## config.mk

```make
export PLATFORM = sky130hd
export DESIGN_NAME = memctl_wb_rx
export DESIGN_NICKNAME = d
export VERILOG_FILES = /design/src/rtl/mpc_types.sv /design/src/rtl/memctl_wb_queue.sv /design/src/rtl/memctl_wb_rx.sv
export SDC_FILE = /design/constraint.sdc
export NUM_CORES = 1
export LEC_CHECK = 0
export CELL_PAD_IN_SITES_DETAIL_PLACEMENT = 0
export CELL_PAD_IN_SITES_GLOBAL_PLACEMENT = 1
export CORE_ASPECT_RATIO = 1.2
export CORE_UTILIZATION = 47
export CTS_CLUSTER_SIZE = 40
export DETAILED_ROUTE_END_ITERATION = 6
export GPL_TIMING_DRIVEN = 0
export PLACE_DENSITY_LB_ADDON = 0.1
export SLEW_MARGIN = 30
export SYNTH_ARGS = -nofsm -noshare
export SYNTH_HDL_FRONTEND = slang
export SYNTH_SLANG_ARGS = --single-unit
```

## constraint.sdc

```tcl
create_clock -name clk -period 11.2 [get_ports clk]
set_input_delay 3.36 -clock clk [delete_from_list [all_inputs] [get_ports clk]]
set_output_delay 3.36 -clock clk [all_outputs]
set_load 0.05 [all_outputs]
```

## src/rtl/mpc_types.sv

```systemverilog
// Shared types and widths for the memctl writeback receiver.
`default_nettype none

package mpc_types;
   localparam int MEMCTL_BEAT_W  = 128;
   localparam int MEMCTL_LINE_W  = 256;
   localparam int MEMCTL_NLINE_W = 16;

   typedef enum logic [1:0] {
      IDLE = 2'd0,
      AW   = 2'd1,
      W0   = 2'd2,
      W1   = 2'd3
   } memctl_wb_state_e;

   typedef struct packed {
      logic [MEMCTL_NLINE_W-1:0] nline;
      logic [MEMCTL_LINE_W-1:0]  data;
   } wb_entry_t;
endpackage

`default_nettype wire

```

## src/rtl/memctl_wb_queue.sv

```systemverilog
// In-order writeback queue: line storage, write/issue/retire pointers and id lookup.
`default_nettype none

module memctl_wb_queue
   import mpc_types::*;
#(
   parameter int NlineWidth = 16,
   parameter int Depth      = 4
) (
   input  logic                     clk,
   input  logic                     rst_n,
   input  logic                     push_i,
   input  logic [NlineWidth-1:0]    push_nline_i,
   input  logic [MEMCTL_LINE_W-1:0] push_data_i,
   input  logic                     issue_done_i,
   input  logic                     retire_i,
   input  logic [NlineWidth-1:0]    chk_nline_i,
   input  logic                     chk_incoming_i,
   output logic                     full_o,
   output logic                     issuable_o,
   output logic                     issuable_next_o,
   output logic                     outstanding_o,
   output logic [NlineWidth-1:0]    iss_nline_o,
   output logic [MEMCTL_LINE_W-1:0] iss_data_o,
   output logic [NlineWidth-1:0]    ret_nline_o,
   output logic                     chk_hit_o
);
   localparam int PW = $clog2(Depth);

   logic [PW:0]               wr_ptr_q, iss_ptr_q, ret_ptr_q;
   logic [PW:0]               occ_w;
   logic [PW-1:0]             off_w;
   logic                      hit_w;
   logic [NlineWidth-1:0]     nline_q [Depth];
   logic [MEMCTL_LINE_W-1:0]  data_q  [Depth];

   always_ff @(posedge clk or negedge rst_n) begin
      if (!rst_n) begin
         wr_ptr_q  <= '0;
         iss_ptr_q <= '0;
         ret_ptr_q <= '0;
      end else begin
         if (push_i)       wr_ptr_q  <= wr_ptr_q + 1'b1;
         if (issue_done_i) iss_ptr_q <= iss_ptr_q + 1'b1;
         if (retire_i)     ret_ptr_q <= ret_ptr_q + 1'b1;
      end
   end

   always_ff @(posedge clk) begin
      if (push_i) begin
         nline_q[wr_ptr_q[PW-1:0]] <= push_nline_i;
         data_q[wr_ptr_q[PW-1:0]]  <= push_data_i;
      end
   end

   assign occ_w           = wr_ptr_q - ret_ptr_q;
   assign full_o          = (occ_w == (PW+1)'(Depth));
   assign issuable_o      = (iss_ptr_q != wr_ptr_q);
   assign issuable_next_o = ((iss_ptr_q + 1'b1) != wr_ptr_q);
   assign outstanding_o   = (iss_ptr_q != ret_ptr_q);
   assign iss_nline_o     = nline_q[iss_ptr_q[PW-1:0]];
   assign iss_data_o      = data_q[iss_ptr_q[PW-1:0]];
   assign ret_nline_o     = nline_q[ret_ptr_q[PW-1:0]];

   // A slot is live when its distance from ret_ptr is below the occupancy.
   always_comb begin
      hit_w = 1'b0;
      off_w = '0;
      for (int i = 0; i < Depth; i++) begin
         off_w = PW'(i) - ret_ptr_q[PW-1:0];
         if (({1'b0, off_w} < occ_w) && (nline_q[i] == chk_nline_i)) hit_w = 1'b1;
      end
   end

   assign chk_hit_o = hit_w | chk_incoming_i;
endmodule

`default_nettype wire

```

## src/rtl/memctl_wb_rx.sv

```systemverilog
// Memctl writeback receiver: queues dirty lines and drains them as AW + two W beats.
// Optional MEMCTL_WB_RX_PERF_EN adds saturating perf_lines / perf_stall counters.
`default_nettype none

module memctl_wb_rx
   import mpc_types::*;
#(
   parameter int NlineWidth     = 16,
   parameter int Depth          = 4,
   parameter int AddrWidth      = 32,
   parameter int LineOffsetBits = 5
) (
   input  logic                     clk,
   input  logic                     rst_n,
   input  logic                     memctl_wvalid,
   output logic                     memctl_wready,
   input  logic [NlineWidth-1:0]    memctl_wid,
   input  logic [MEMCTL_LINE_W-1:0] memctl_wdata,
   output logic                     mem_awvalid,
   input  logic                     mem_awready,
   output logic [AddrWidth-1:0]     mem_awaddr,
   output logic                     mem_wvalid,
   input  logic                     mem_wready,
   output logic [MEMCTL_BEAT_W-1:0] mem_wdata,
   output logic                     mem_wlast,
   input  logic                     mem_bvalid,
   input  logic [1:0]               mem_bresp,
   input  logic [NlineWidth-1:0]    chk_nline,
   output logic                     chk_hit,
   output logic                     err,
   output logic [NlineWidth-1:0]    err_nline
`ifdef MEMCTL_WB_RX_PERF_EN
   ,
   output logic [31:0]              perf_lines,
   output logic [31:0]              perf_stall
`endif
);
   memctl_wb_state_e          state_q, state_d;
   logic                      err_q, err_d;
   logic [NlineWidth-1:0]     err_nline_q, err_nline_d;
   logic                      push_w, issue_done_w, retire_w, chk_incoming_w;
   logic                      full_w, issuable_w, issuable_next_w, outstanding_w;
   logic [NlineWidth-1:0]     iss_nline_w, ret_nline_w;
   logic [MEMCTL_LINE_W-1:0]  iss_data_w;
   logic                      unused_w;

   assign unused_w       = mem_bresp[0];
   assign memctl_wready  = !full_w;
   assign push_w         = memctl_wvalid && memctl_wready;
   assign chk_incoming_w = push_w && (memctl_wid == chk_nline);
   assign retire_w       = mem_bvalid && outstanding_w;

   memctl_wb_queue #(
      .NlineWidth (NlineWidth),
      .Depth      (Depth)
   ) u_queue (
      .clk             (clk),
      .rst_n           (rst_n),
      .push_i          (push_w),
      .push_nline_i    (memctl_wid),
      .push_data_i     (memctl_wdata),
      .issue_done_i    (issue_done_w),
      .retire_i        (retire_w),
      .chk_nline_i     (chk_nline),
      .chk_incoming_i  (chk_incoming_w),
      .full_o          (full_w),
      .issuable_o      (issuable_w),
      .issuable_next_o (issuable_next_w),
      .outstanding_o   (outstanding_w),
      .iss_nline_o     (iss_nline_w),
      .iss_data_o      (iss_data_w),
      .ret_nline_o     (ret_nline_w),
      .chk_hit_o       (chk_hit)
   );

   always_comb begin
      state_d      = state_q;
      issue_done_w = 1'b0;
      case (state_q)
         IDLE: if (issuable_w) state_d = AW;
         AW:   if (mem_awready) state_d = W0;
         W0:   if (mem_wready) state_d = W1;
         W1: begin
            if (mem_wready) begin
               issue_done_w = 1'b1;
               state_d      = issuable_next_w ? AW : IDLE;
            end
         end
         default: state_d = IDLE;
      endcase
   end

   // Outputs depend only on registered state and storage, never on a ready.
   assign mem_awvalid = (state_q == AW);
   assign mem_awaddr  = AddrWidth'(iss_nline_w) << LineOffsetBits;
   assign mem_wvalid  = (state_q == W0) || (state_q == W1);
   assign mem_wlast   = (state_q == W1);
   assign mem_wdata   = (state_q == W1) ? iss_data_w[MEMCTL_LINE_W-1:MEMCTL_BEAT_W]
                                        : iss_data_w[MEMCTL_BEAT_W-1:0];

   always_comb begin
      err_d       = err_q;
      err_nline_d = err_nline_q;
      if (mem_bvalid) begin
         if (!outstanding_w) begin
            err_d = 1'b1;
         end else if (mem_bresp[1] && !err_q) begin
            err_d       = 1'b1;
            err_nline_d = ret_nline_w;
         end
      end
   end

   always_ff @(posedge clk or negedge rst_n) begin
      if (!rst_n) begin
         state_q     <= IDLE;
         err_q       <= 1'b0;
         err_nline_q <= '0;
      end else begin
         state_q     <= state_d;
         err_q       <= err_d;
         err_nline_q <= err_nline_d;
      end
   end

   assign err       = err_q;
   assign err_nline = err_nline_q;

`ifdef MEMCTL_WB_RX_PERF_EN
   logic [31:0] perf_lines_q, perf_stall_q;

   always_ff @(posedge clk or negedge rst_n) begin
      if (!rst_n) begin
         perf_lines_q <= '0;
         perf_stall_q <= '0;
      end else begin
         if (retire_w && (perf_lines_q != '1)) perf_lines_q <= perf_lines_q + 1'b1;
         if (memctl_wvalid && !memctl_wready && (perf_stall_q != '1))
            perf_stall_q <= perf_stall_q + 1'b1;
      end
   end

   assign perf_lines = perf_lines_q;
   assign perf_stall = perf_stall_q;
`endif
endmodule

`default_nettype wire

```

==> metrics <==
H-tree Lvls 3; post_cts resized 0; critical path peak fanout 5; worst min path class register to register; most instantiated cells after synthesis edfxtp_1, mux4_2, mux2_2; DP HPWL 67600 um; total CTS buffers 111; largest family of logic cells by synthesized area multiplexers; clk buf depth 3; Final Cycle Share 84.5%; Detailed Route WL 101000 um; max cap viols 0; Yosys top cell by area edfxtp_1; Slew HR 37.8%; routed via count 20700; hold_buf cts 0; ys flop type edfxtp_1; area occupied by multi-input gates 10100 um2; Util after Layout 58.7%; antenna violations before repair 28; Post-synth EDFFs 1088; Adder-Cell Fraction of Synth Area 0.553%; Crit path required time 7840 ps; non-filler cells, final 3811; vias per std cell 5.43; Reg clk slew, reported paths 60 ps; Synth Cell Area 44300 um2; FF+latch count, synth 1116; Fmax achieved 106 MHz; largest net degree at the start of global routing 40; Root Buffer clkbuf_16; final slew viol count 0; worst setup path category input port to output port; # Post-CTS Setup Buffers 0; CTS tree built; Boundary Pins 478; final hold violations 0; distinct cell type count after synthesis 40; port bufs 444; Die X 282 um; worst endpoint data arrival time 6100 ps; most common cell in the netlist edfxtp_1; Overall Global Routing Usage 21.4%; NumNets Final 2774; Filler Cell Count 6844; Post-synth ARST share 2.51%; pwr dens 308 nW/um2; Final min period 9460 ps; Core Rows 123; status complete, no violations; layout cells sized above 1 23.6%; initial drt markers 1237; drt first pass iters 5; post-synthesis xor/xnor area fraction 1.91%; Synth area leaders edfxtp_1, mux4_2, mux4_1; routed wire length per instance 26.5 um; dpl cells 3596; Leak 0.0181 uW; Simple-Gate Fraction of Synth Area 0.672%; VDD IR max 0.000214 V; Core Area 93600 um2; Avg Cell Area, Syn 23.9 um2; vias in the first global route 22200; die area 95500 um2; worst slew pin tran 933 ps; CP endpoint kind output port; top-area cell type share of the netlist area 73.7%; Fin Clk Skew 24.4 ps; mux cell area share after synthesis 19.3%; part of the Yosys area used for sequential elements 75.3%; synthesis warning total 0; clk_lat worst skew 700 ps; first-pass GRT wire length 147000 um; Cells after Synth 1853; overall die height 338 um; Area Overhead vs Synth 24.0%; DR DRC count 0; RSZ-0062 raised after global routing no; Routability Congestion 0.852; Starting Density 47.4%; clock sink count 1116; Setup Viol. Count Final 0; FF+latch area 33400 um2; post-synthesis compound-gate area fraction 0.192%; Startpoint Class input port; Final ANT Viol Nets 0; global route total overflow 0
-- layout by cell type, fill, tap and decap left out, types with 16 or more instances in the layout --
master / Yosys / final
buf_12: 2 / 20
buf_16: 0 / 16
buf_2: 17 / 18
buf_4: 18 / 18
buf_6: 17 / 17
clkbuf_1: 30 / 49
clkbuf_16: 0 / 113
clkdlybuf4s50_1: 0 / 443
clkinv_1: 0 / 27
clkinv_2: 0 / 21
conb_1: 1 / 16
dfrtp_1: 28 / 28
edfxtp_1: 1088 / 1088
ha_1: 18 / 18
mux2_2: 136 / 136
mux4_1: 103 / 103
mux4_2: 179 / 179
nand4_1: 21 / 21
xnor2_1: 92 / 92
-- power by group --
| group | internal, uW | total, uW | switching (uW) |
|---|---|---|---|
| clock network | 2210 | 3750 | 1550 |
| registers | 5740 | 5980 | 239 |
| logic | 2920 | 7200 | 4290 |
| total | 10900 | 16900 | 6070 |
-- metal layers --
metal | wire [um] | global-route usage (%) | share of wire [%]
met5 | 286 | 0 | 0.28
met4 | 2110 | 6.49 | 2.1
met1 | 38700 | 25.9 | 38
met3 | 7640 | 6.63 | 7.6
met2 | 52300 | 36.4 | 52
-- metrics by stage --
step	hold slack (ps)	total power, uW	setup slack (ps)	setup TNS [ps]	instance area [um2]
floorplan	483	11100	898	0	44400
global placement	470	13800	-5480	-5895440	50400
detailed placement	483	13400	1780	0	51200
CTS	505	17200	1780	0	54900
global route	523	17600	1660	0	54900
finish	496	16900	1740	0	54900
-- worst max-delay path, cell delays in order --
cell,delay [ps]
clkdlybuf4s50_1,500
xnor2_1,440
nand4_1,230
nor4_1,520
nand2_1,100
nand3_1,130
clkdlybuf4s50_1,820
-- worst paths after layout --
check / from / endpoint / slack [ps] / cells past startpoint
max: memctl_wid[4] / chk_hit / 1740 / 7
min reg2reg: err$_DFFE_PN0P_ / err$_DFFE_PN0P_ / 500 / 1
max reg2reg: u_queue.ret_ptr_q[1]$_DFFE_PN0P_ / u_queue.data_q[1][29]$_DFFE_PP_ / 7270 / 11
max in group asynchronous: rst_n / u_queue.iss_ptr_q[0]$_DFFE_PN0P_ / 8170 / 2
min in group asynchronous: rst_n / err_nline[15]$_DFFE_PN0P_ / 2580 / 1
min: err$_DFFE_PN0P_ / err$_DFFE_PN0P_ / 500 / 1
-- kinds of logic (layout without fill, tap and decap cells) --
| family | after synthesis | after routing |
|---|---|---|
| AND/OR/NAND/NOR | 49 | 49 |
| buffers and inverters | 126 | 813 |
| flip-flops | 1116 | 1116 |
| AO/OA/AOI/OAI | 13 | 13 |
| other | 1 | 22 |
| XOR/XNOR | 95 | 95 |
| adder cells (fa/ha/maj) | 19 | 19 |
| multiplexers | 434 | 434 |
-- registers in the layout, summed over array words and instances, names as in the netlist --
name,count
u_queue.iss_ptr_q,3
err_nline,16
u_queue.nline_q,64
u_queue.wr_ptr_q,3
state_q,2
u_queue.data_q,1024
u_queue.ret_ptr_q,3
err,1
-- cell type report --
cell class	count	area share (%)
Antenna cell	6	0.0273
Clock buffer	135	5.33
Inverter	11	0.0752
Tap cell	1250	2.85
Buffer	115	1.57
Multi-Input combinational cell	626	18.4
Timing Repair Buffer	478	9.54
Sequential cell	1116	60.7
Clock inverter	74	1.43
No activity file was read; power rests on OpenSTA's default activity.
